$ cat src/rtl/vga_timing_gen.sv
// Pixel-timing generator: free-running H/V counters with registered sync,
// blank and start qualifiers, all aligned to the DrawX/DrawY they describe.
module vga_timing_gen #(
  parameter int H_VISIBLE = 640,
  parameter int H_FP      = 16,
  parameter int H_SYNC    = 96,
  parameter int H_BP      = 48,
  parameter int V_VISIBLE = 480,
  parameter int V_FP      = 10,
  parameter int V_SYNC    = 2,
  parameter int V_BP      = 33,
  parameter bit SYNC_POL  = 1'b0
) (
  input  logic       vga_clk,
  input  logic       reset_n,
  input  logic       pix_en,
  output logic [9:0] DrawX,
  output logic [9:0] DrawY,
  output logic       hs,
  output logic       vs,
  output logic       blank,
  output logic       line_start,
  output logic       frame_start,
  output logic [7:0] frame_count
);

  localparam int H_TOTAL = H_VISIBLE + H_FP + H_SYNC + H_BP;
  localparam int V_TOTAL = V_VISIBLE + V_FP + V_SYNC + V_BP;

  localparam logic [9:0] H_LAST = 10'(H_TOTAL - 1);
  localparam logic [9:0] V_LAST = 10'(V_TOTAL - 1);

  // Decode thresholds are one bit wider so a 1024-wide timing still compares correctly.
  localparam logic [10:0] H_ACT  = 11'(H_VISIBLE);
  localparam logic [10:0] HS_ON  = 11'(H_VISIBLE + H_FP);
  localparam logic [10:0] HS_OFF = 11'(H_VISIBLE + H_FP + H_SYNC);
  localparam logic [10:0] V_ACT  = 11'(V_VISIBLE);
  localparam logic [10:0] VS_ON  = 11'(V_VISIBLE + V_FP);
  localparam logic [10:0] VS_OFF = 11'(V_VISIBLE + V_FP + V_SYNC);

  logic [9:0]  hc, vc;
  logic [9:0]  hc_nxt, vc_nxt;
  logic [10:0] hx, vy;
  logic        at_origin;

  // NOTE: every signal driven here gets a default first, so no path can infer a latch.
  always_comb begin
    hc_nxt = hc + 10'd1;
    vc_nxt = vc;
    if (hc == H_LAST) begin
      hc_nxt = '0;
      vc_nxt = (vc == V_LAST) ? '0 : vc + 10'd1;
    end
  end

  assign hx        = {1'b0, hc_nxt};
  assign vy        = {1'b0, vc_nxt};
  assign at_origin = (hc_nxt == '0) && (vc_nxt == '0);

  // Qualifiers are decoded from the next counter values so they land in the
  // same cycle as the coordinates they describe.
  // NOTE: sequential state uses non-blocking assignments so every register samples pre-edge values.
  always_ff @(posedge vga_clk or negedge reset_n) begin
    if (!reset_n) begin
      hc          <= H_LAST;
      vc          <= V_LAST;
      hs          <= ~SYNC_POL;
      vs          <= ~SYNC_POL;
      blank       <= 1'b0;
      line_start  <= 1'b0;
      frame_start <= 1'b0;
      frame_count <= '0;
    end else if (pix_en) begin
      hc          <= hc_nxt;
      vc          <= vc_nxt;
      hs          <= (hx >= HS_ON && hx < HS_OFF) ? SYNC_POL : ~SYNC_POL;
      vs          <= (vy >= VS_ON && vy < VS_OFF) ? SYNC_POL : ~SYNC_POL;
      blank       <= (hx < H_ACT) && (vy < V_ACT);
      line_start  <= (hc_nxt == '0);
      frame_start <= at_origin;
      if (at_origin) frame_count <= frame_count + 8'd1;
    end
  end

  assign DrawX = hc;
  assign DrawY = vc;

endmodule

$ cat config.mk
export PLATFORM = sky130hd
export DESIGN_NAME = vga_timing_gen
export DESIGN_NICKNAME = d
export VERILOG_FILES = /design/src/rtl/vga_timing_gen.sv
export SDC_FILE = /design/constraint.sdc
export NUM_CORES = 1
export LEC_CHECK = 0
export BUFFER_PORTS_ARGS = -buffer_cell sky130_fd_sc_hd__buf_4
export CORE_UTILIZATION = 45
export DETAILED_ROUTE_END_ITERATION = 8
export PLACE_DENSITY = 0.66
export REMOVE_ABC_BUFFERS = 1
export SLEW_MARGIN = 20
export SYNTH_ARGS = -nofsm -noshare
export SYNTH_HDL_FRONTEND = slang
export SYNTH_SLANG_ARGS = --single-unit
$ cat constraint.sdc
create_clock -name vga_clk -period 3.5 [get_ports vga_clk]
set_input_delay 0.35 -clock vga_clk [delete_from_list [all_inputs] [get_ports vga_clk]]
set_output_delay 0.35 -clock vga_clk [all_outputs]
set_load 0.03 [all_outputs]
==> metrics <==
cell with the most instances after synthesis=nand2_1; Final Wtd Congestion=0.8818; Initial Utilization=0.4660; number of buffers created by CTS=5; max-cap violations=0; post-synthesis cell type count=54; Mapped Cells=244; multi-input logic area=1254 µm²; crit end category=flip-flop; Post-Layout Inst Area=2639 µm²; status=finished with violations; max-slew violation total from the final report=0; Tightest Pin Transition=0.6434 ns; setup_tns=0 ns; vias in the first global route=1713; Chip Height=71.94 µm; Final setup viols=0; final-layout fill cell count=448; worst relative slew slack=0.5671; CP cell instances=ha_1 -> nand4_1 -> or3_1 -> a2111oi_2 -> o32ai_1 -> nor4_4 -> mux2_1; setup bufs post-CTS=0; CP max stage delay=0.61 ns; Period minus WS final=3.142 ns; number of vias per cell=5.560; Max Fclk=318.3 MHz; initial drt markers=169; initial antenna violation count=0; Final WS setup=0.3585 ns; worst-path fanout max=9; Placed Area=2505 µm²; port bufs=35; GRT Residual Overflow=0; WP data required=3.68 ns; Seq/Total Area, Yosys=0.3820; GRT Resource Usage Total=0.2087; H-tree depth reported by CTS=2; Critical Path Slowest Stage Cell=or3_1; Worst VDD drop=0.2401 mV; total number of vias=1896; Post-synth ARST share=1.000; synthesized area=2201 µm²; pin count of the biggest net entering global routing=34; Pleak=1.092 nW; Core ar.=4723 µm²; clock transition at the registers of the reported paths=0.07 ns; die area=5175 µm²; critical setup path kind=flip-flop to flip-flop; largest cells by area after synthesis=dfrtp_1, dfstp_2, xnor2_1; # nets final=281; Clock Sinks=33; Synth Area per Inst=9.020 µm²; Die W=71.94 µm; skew final=0.004607 ns; DPL Wire Length=3620 µm; n_diodes=0; # DRC=0; final period utilization=0.8976; Clk Latency, worst-skew pair=0.29 ns; Max clock buf depth=2; final hold vios=8; Yosys top cell area share=0.2388; clock root buffer=clkbuf_8; area leader, netlist=dfrtp_1; num rows=25; CP bufs+invs=0; RSZ-0062 raised after global routing=no; pwr dens=487.9 nW/µm²; Syn. warnings=0; Post-synth EDFFs=0; #FFs+latches synth=33; hold crit path type=input pin to async pin; Primary FF master, synth=dfrtp_1; crit-path leading delay family=simple AND/OR/NAND/NOR gates; post-detailed-route wirelength per cell=14.78 µm; # IOs=36; share of layout cells above drive strength 1=0.2628; # resized after CTS=0; first-pass GRT wire length=8300 µm; hold slack final=-0.007218 ns; Post-CTS Hold Buffers=0; Pre-antenna DRT Iters=4; failing checks=hold timing; commonest cells in the netlist=nand2_1, dfrtp_1, xnor2_1; Place WS=0.3382 ns; DRT antenna net count=0; CP startpoint kind=flip-flop; Area growth syn-to-layout=19.90%; CTS tree=built; Total Routed Length=5040 µm; Reg area=840.8 µm²; CP arrival=3.32 ns
[worst register-to-register path: stages, from the launching register on]
cell and delay (ns):
dfstp_2 0.58, ha_1 0.24, nand4_1 0.27, or3_1 0.62
a2111oi_2 0.34, o32ai_1 0.20, nor4_4 0.42, mux2_1 0.37
[routing by layer]
layer  GRT usage  vias to the layer above  share of wire
met3     0.05000                        7          0.045
met4     0.07407                        0          0.018
met1      0.2893                      907           0.48
met5           0                        -              0
li1            -                      937              -
met2      0.3197                       45           0.46
[final cells by class]
| type | instances | area share |
|---|---|---|
| flip-flops and latches | 33 | 0.3186 |
| repair buffers | 40 | 0.1138 |
| inverters | 7 | 0.009957 |
| multi-input cells | 186 | 0.4751 |
| clock inverters | 3 | 0.02466 |
| clock buffers | 5 | 0.02608 |
| well taps | 67 | 0.03177 |
[cell families after synthesis]
kind of cell / Yosys count / synth area share
buffers and inverters: 25 / 0.04832
and+or+nand+nor: 107 / 0.2735
adders and majority gates: 5 / 0.02843
xor gates and xnor gates: 22 / 0.08755
AOI/OAI and AO/OA: 44 / 0.1410
muxes: 8 / 0.03923
DFF: 33 / 0.3820
[per-stage QoR]
stage | total power, mW | instances | utilization
2_1_floorplan | 0.7383 | 226 | -
3_3_place_gp | 0.8634 | 333 | 0.5303
3_5_place_dp | 0.8699 | 333 | 0.5303
4_1_cts | 1.300 | 341 | 0.5587
5_1_grt | 1.356 | 341 | 0.5587
6_report | 1.287 | 341 | 0.5587
[worst paths after layout]
check,endpoint,depth (start not counted),slack [ns],from
worst max-delay path,frame_count[1]$_DFFE_PN0P_,7,0.36,DrawX[0]$_DFFE_PN1P_
worst min-delay path,frame_count[7]$_DFFE_PN0P_,1,-0.007,reset_n
worst max register to register,frame_count[1]$_DFFE_PN0P_,7,0.36,DrawX[0]$_DFFE_PN1P_
worst min register to register,frame_count[7]$_DFFE_PN0P_,1,0.47,frame_count[7]$_DFFE_PN0P_
max in group asynchronous,vs$_DFFE_PN1P_,1,3.17,reset_n
min in group vga_clk,DrawX[3]$_DFFE_PN1P_,3,0.41,pix_en
[layout by cell type, fill, tap and decap left out, drive strengths merged, types with 2 or more instances in the layout]
| cell type | instances |
|---|---|
| nand4 | 6 |
| nor2b | 2 |
| buf | 40 |
| o211ai | 2 |
| or4 | 4 |
| o31ai | 3 |
| o21ai | 15 |
| nor4 | 6 |
| xnor2 | 17 |
| dfstp | 12 |
| clkbuf | 5 |
| ha | 5 |
| and4 | 4 |
| nand4b | 3 |
| mux2i | 3 |
| nor3 | 7 |
| inv | 7 |
| o32ai | 2 |
| a31oi | 2 |
| xor2 | 5 |
| dfrtp | 21 |
| nand2 | 22 |
| mux2 | 5 |
| nand3 | 16 |
| a21oi | 10 |
| and3 | 6 |
| or2 | 2 |
| nor2 | 14 |
| nand2b | 5 |
| or3 | 4 |
| and2 | 3 |
| bufinv | 2 |
[power breakdown]
group,switching [mW],internal (mW)
clock network,0.143,0.283
logic,0.213,0.145
registers,0.0609,0.443
[sequential cells by signal, summed over array words and instances (netlist names)]
name and cells:
frame_count 8, line_start 1, frame_start 1, hs 1, DrawY 10, blank 1
vs 1, DrawX 10
Note: power is estimated with default switching activity, not from simulation.
